File: config.mk
export PLATFORM = sky130hd
export DESIGN_NAME = stopwatch_ctrl
export DESIGN_NICKNAME = d
export VERILOG_FILES = /design/src/rtl/stopwatch_pkg.sv /design/src/rtl/bcd_digit.sv /design/src/rtl/stopwatch_ctrl.sv
export SDC_FILE = /design/constraint.sdc
export NUM_CORES = 1
export LEC_CHECK = 0
export ABC_AREA = 1
export BUFFER_PORTS_ARGS = -buffer_cell sky130_fd_sc_hd__clkbuf_2
export CAP_MARGIN = 20
export CORE_ASPECT_RATIO = 0.7
export CORE_MARGIN = 3
export CORE_UTILIZATION = 28
export CTS_CLUSTER_DIAMETER = 80
export DETAILED_ROUTE_END_ITERATION = 8
export PLACE_DENSITY = 0.49
export SLEW_MARGIN = 20
export SYNTH_ARGS = -nofsm -noshare
export SYNTH_HDL_FRONTEND = slang
export SYNTH_SLANG_ARGS = --single-unit
File: constraint.sdc
create_clock -name clk -period 1.4 [get_ports clk]
set_input_delay 0.07 -clock clk [delete_from_list [all_inputs] [get_ports clk]]
set_output_delay 0.07 -clock clk [all_outputs]
set_load 0.02 [all_outputs]
File: src/rtl/stopwatch_pkg.sv
// Shared widths, state encoding and defaults for the stopwatch controller.
package stopwatch_pkg;

    localparam int unsigned NUM_DIGITS       = 4;
    localparam int unsigned DIGIT_W          = 4;
    localparam int unsigned DISP_W           = NUM_DIGITS * DIGIT_W;
    localparam int unsigned TICK_DIV_DEFAULT = 10;
    localparam int unsigned PRESC_W          = 16;

    typedef enum logic [1:0] {
        ST_IDLE  = 2'd0,
        ST_RUN   = 2'd1,
        ST_PAUSE = 2'd2,
        ST_LAP   = 2'd3
    } state_t;

endpackage

File: src/rtl/bcd_digit.sv
// One BCD decade: increments on enable, wraps 9 -> 0, carries out when rolling over.
module bcd_digit
    import stopwatch_pkg::*;
(
    input  logic               clk,
    input  logic               rstn,
    input  logic               i_en,
    input  logic               i_clr,
    output logic [DIGIT_W-1:0] o_val,
    output logic               o_carry_c
);

    logic [DIGIT_W-1:0] r_val;

    // Decade counter; synchronous clear wins over enable.
    always_ff @(posedge clk or negedge rstn) begin
        if (!rstn) begin
            r_val <= '0;
        end else if (i_clr) begin
            r_val <= '0;
        end else if (i_en) begin
            r_val <= (r_val == DIGIT_W'(9)) ? '0 : r_val + DIGIT_W'(1);
        end
    end

    assign o_val     = r_val;
    assign o_carry_c = i_en && (r_val == DIGIT_W'(9));

endmodule

File: src/rtl/stopwatch_ctrl.sv
// Stopwatch controller: run/pause/lap FSM, tick prescaler, four-decade BCD count, lap freeze.
module stopwatch_ctrl
    import stopwatch_pkg::*;
#(
    parameter int unsigned TICK_DIV = TICK_DIV_DEFAULT
) (
    input  logic              clk,
    input  logic              rstn,
    input  logic              start_stop,
    input  logic              clear,
    input  logic              lap,
    output logic [DISP_W-1:0] disp,
    output logic              running,
    output logic              ovf
);

    localparam logic [PRESC_W-1:0] PRESC_MAX = PRESC_W'(TICK_DIV - 1);

    state_t              r_state;
    state_t              w_state_nxt;
    logic                w_lap_cap;
    logic                w_active;
    logic                w_tick;
    logic [PRESC_W-1:0]  r_presc;
    logic [DISP_W-1:0]   r_lap;
    logic                r_ovf;
    logic [DISP_W-1:0]   w_count;
    logic [NUM_DIGITS:0] w_en;

    // State register.
    always_ff @(posedge clk or negedge rstn) begin
        if (!rstn) begin
            r_state <= ST_IDLE;
        end else begin
            r_state <= w_state_nxt;
        end
    end

    // Next state with clear > start_stop > lap; lap capture only from RUN.
    always_comb begin
        w_state_nxt = r_state;
        w_lap_cap   = 1'b0;
        if (clear) begin
            w_state_nxt = ST_IDLE;
        end else if (start_stop) begin
            case (r_state)
                ST_IDLE:  w_state_nxt = ST_RUN;
                ST_RUN:   w_state_nxt = ST_PAUSE;
                ST_LAP:   w_state_nxt = ST_PAUSE;
                ST_PAUSE: w_state_nxt = ST_RUN;
                default:  w_state_nxt = ST_IDLE;
            endcase
        end else if (lap) begin
            case (r_state)
                ST_RUN: begin
                    w_state_nxt = ST_LAP;
                    w_lap_cap   = 1'b1;
                end
                ST_LAP:  w_state_nxt = ST_RUN;
                default: w_state_nxt = r_state;
            endcase
        end
    end

    assign w_active = (r_state == ST_RUN) || (r_state == ST_LAP);
    assign w_tick   = w_active && (r_presc == PRESC_MAX);

    // Prescaler: counts while active, holds in PAUSE, zero in IDLE or on clear.
    always_ff @(posedge clk or negedge rstn) begin
        if (!rstn) begin
            r_presc <= '0;
        end else if (clear || (r_state == ST_IDLE)) begin
            r_presc <= '0;
        end else if (w_active) begin
            r_presc <= w_tick ? '0 : r_presc + PRESC_W'(1);
        end
    end

    // Four chained decades; each carry enables the next one up.
    assign w_en[0] = w_tick;
    for (genvar k = 0; k < NUM_DIGITS; k++) begin : g_digit
        bcd_digit u_digit (
            .clk       (clk),
            .rstn      (rstn),
            .i_en      (w_en[k]),
            .i_clr     (clear),
            .o_val     (w_count[k*DIGIT_W +: DIGIT_W]),
            .o_carry_c (w_en[k+1])
        );
    end

    // Lap register holds the live count sampled on entry to LAP.
    always_ff @(posedge clk or negedge rstn) begin
        if (!rstn) begin
            r_lap <= '0;
        end else if (clear) begin
            r_lap <= '0;
        end else if (w_lap_cap) begin
            r_lap <= w_count;
        end
    end

    // Sticky overflow, set when the top decade rolls over.
    always_ff @(posedge clk or negedge rstn) begin
        if (!rstn) begin
            r_ovf <= 1'b0;
        end else if (clear) begin
            r_ovf <= 1'b0;
        end else if (w_en[NUM_DIGITS]) begin
            r_ovf <= 1'b1;
        end
    end

    assign disp    = (r_state == ST_LAP) ? r_lap : w_count;
    assign running = w_active;
    assign ovf     = r_ovf;

endmodule

==> results.ini <==
[timing]
finClkSkew_ns = 0.00294
rsz0062_at_grt = true
period_share_pct = 112
post-route-min-period_ns = 1.57
hold_violations = 0
worst_slew_pin_slew_ns = 0.363
worst_slack_ns = -0.171
relSlewSlack_pct = 75.7
setup_viol = 60
slew_violations = 0
fmax_mhz = 636
fin_hold_ws_ns = 0.0460

[placed_design]
pre_cts_ws_ns = -0.153
dp_hpwl_mm = 5.33
portBuffers = 22
place_congestion = 0.835

[cts]
htree_levels = 2
clkSinkCount = 51
cts_tree = built
clock-root-buffer = clkbuf_16
clock_latency_ns = 0.29
clk_path_buf_depth = 2
cts_inserted_buffers = 5
path_clk_slew_ns = 0.07

[setup_path]
start_kind = flop
critical_path.cell_chain = inv_2 > ha_4 > nand2_2 > inv_2 > nand2_2 > nor2_4 > nand2_4 > nor2_4 > buf_4 > xor2_1 > nor2_1
crit_path_end_kind = flop
reg2regPathDepth = 11
crit_type = flop to flop
max_stage_delay_ns = 0.40
crit_arrival_ns = 1.76
crit_buf_inv = 3
worst-r2r-setup-slack_ns = -0.17
cp_top_family = simple AND/OR/NAND/NOR gates
crit_fanout = 3
required_ns = 1.59
crit_slowest_cell = dfrtp_1
r2r_start = r_presc[1]
r2r-end = g_digit[1].u_digit.o_val[0]

[worst_hold_path]
hold_depth = 2
hold_end = ovf
hold_path_class = primary input to flop
hold_start = clear

[logic_synthesis]
muxShareOfSynthArea_pct = 0
ys_seq_area_share_pct = 43.5
synth-simple-area-share_pct = 27.7
synth-seq-cells = 51
synthXorXnorAreaFrac_pct = 2.98
synth_top_family_by_area = simple AND/OR/NAND/NOR gates
synth_cell_type_count = 33
netlist_instances = 367
synth_area_per_cell_um2 = 8.00
syn_area_mm2 = 0.00294
syn_nets = 382
yosysWarnings = 0
synthAdderAreaFrac_pct = 4.26
synth_compound_area_share_pct = 12.4

[global_routing]
grt_pass1_wl_mm = 13.6
grt_max_degree = 52
antenna_found_initial = 0
grt_pass1_vias = 2723
track_usage_pct = 14.5
grt_overflow = 0

[detailed_routing]
antenna_left = 0
post_drt_wl_per_cell_um = 14.6
via_per_inst = 4.69
drtIter0Drc = 83
finalWirelength_mm = 8.36
via_count = 2690
firstDrtPassIters = 4
drc_errors = 0

[layout]
drive_above_1_share_pct = 42.9
final_nets = 459
fill_cells = 929
final_cell_mix = dfrtp_1 (49), inv_1 (47), buf_4 (37), nand2_1 (36), nor2_1 (35)
layout_commonest_cell = dfrtp_1
area_growth_pct = 53.5
antennaDiodeCount = 0

[pwr]
p_per_area_mw_per_mm2 = 821
ir_drop_v = 0.000607
leakage_nw = 1.99

[outcome]
status = finished with violations
violations = negative setup slack

[die]
initial_core_util_pct = 29.5
die-area_mm2 = 0.0118
chipWidth_um = 128
pin_count = 23
fp-row-count = 30
coreArea_mm2 = 0.00995
dieHeight_um = 91.7

[flow_run]
max_cap_viol_count = 0

-- per-stage QoR --
step / util (%) / setup TNS, ns / cell area [um2] / power, mW / std cells
floorplan: - / 0 / 2940 / 1.93 / 367
CTS: 40.8 / -3.51 / 4060 / 3.58 / 570
global placement: 35.4 / -1.10 / 3520 / 2.15 / 549
detailed placement: 35.4 / -2.15 / 3520 / 2.16 / 549
finish: 45.3 / -3.23 / 4500 / 3.70 / 573
global route: 45.3 / -7.43 / 4500 / 3.86 / 573
-- layer usage --
layer	track usage [%]	wire length, um
met3	2.68	260
met1	22.2	4400
met5	0	0
met4	3.45	76
met2	21.1	3630
-- worst register-to-register path, cell delays in order, from the launching register on --
cell and delay (ns):
dfrtp_1 0.40, inv_2 0.09, ha_4 0.13, nand2_2 0.04
inv_2 0.05, nand2_2 0.06, nor2_4 0.12, nand2_4 0.08
nor2_4 0.16, buf_4 0.13, xor2_1 0.15, nor2_1 0.05
-- synth_stat cells, drive strengths merged --
cell / count / area share (%)
nand2: 71 / 10
xnor2: 1 / 0.30
nor3: 9 / 2.1
nand3: 24 / 4.4
o22ai: 12 / 2.6
nor3b: 1 / 0.26
o21bai: 1 / 0.26
nand4: 5 / 1.6
buf: 4 / 1.1
xor2: 9 / 2.7
o31ai: 2 / 0.51
inv: 58 / 7.6
nor2: 51 / 8.7
o21ai: 40 / 6.8
o211a: 1 / 0.34
ha: 10 / 4.3
dfrtp: 51 / 43
a21oi: 11 / 1.9
nor4: 2 / 0.43
clkbuf: 4 / 0.51
-- how the worst max path moves through the flow --
stage	startpoint	slack [ns]	cells past startpoint	endpoint
after global routing	r_presc[1]	-0.24	11	g_digit[1].u_digit.o_val[0]
after CTS	r_presc[0]	-0.11	10	r_presc[10]
after global placement	r_presc[0]	-0.08	8	r_presc[12]
after detailed placement	r_presc[1]	-0.15	12	g_digit[2].u_digit.o_val[0]
after floorplan	r_presc[1]	0.02	12	g_digit[2].u_digit.o_val[2]
final	r_presc[1]	-0.17	11	g_digit[1].u_digit.o_val[0]
-- where the power goes --
group / switching [mW] / total, mW / internal [mW]
clock network: 0.554 / 1.22 / 0.661
registers: 0.0697 / 1.60 / 1.53
logic: 0.470 / 0.883 / 0.413
-- registers in the layout (all words and copies together), names as in the netlist --
signal / flops
g_digit.u_digit.o_val: 16
r_state: 2
ovf: 1
r_lap: 16
r_presc: 16
-- cells by family after synthesis --
family	Yosys count
simple gates	163
compound gates	67
buf+inv	66
flops	51
xor+xnor	10
fa+ha+maj	10
-- cell type report --
cell class                      instances  area, um2  share of cell area, %
Clock inverter                          2       12.5                  0.278
Timing Repair Buffer                   78        800                   17.8
Multi-Input combinational cell        250       1890                   41.9
Sequential cell                        51       1280                   28.4
Inverter                               58        235                   5.22
Tap cell                              128        160                   3.56
Clock buffer                            6        129                   2.86
-- what timing repair did --
action | 4_1_cts | 5_1_grt
gates resized for setup | 87 | 117
cloned | 3 | 0
endpoints found under the hold margin | 51 | 0
pin swaps | 8 | 23
hold buffers | 1 | 0
setup endpoints to repair | 51 | 65
buffers inserted | 9 | 3
Note: power is estimated with default switching activity, not from simulation.
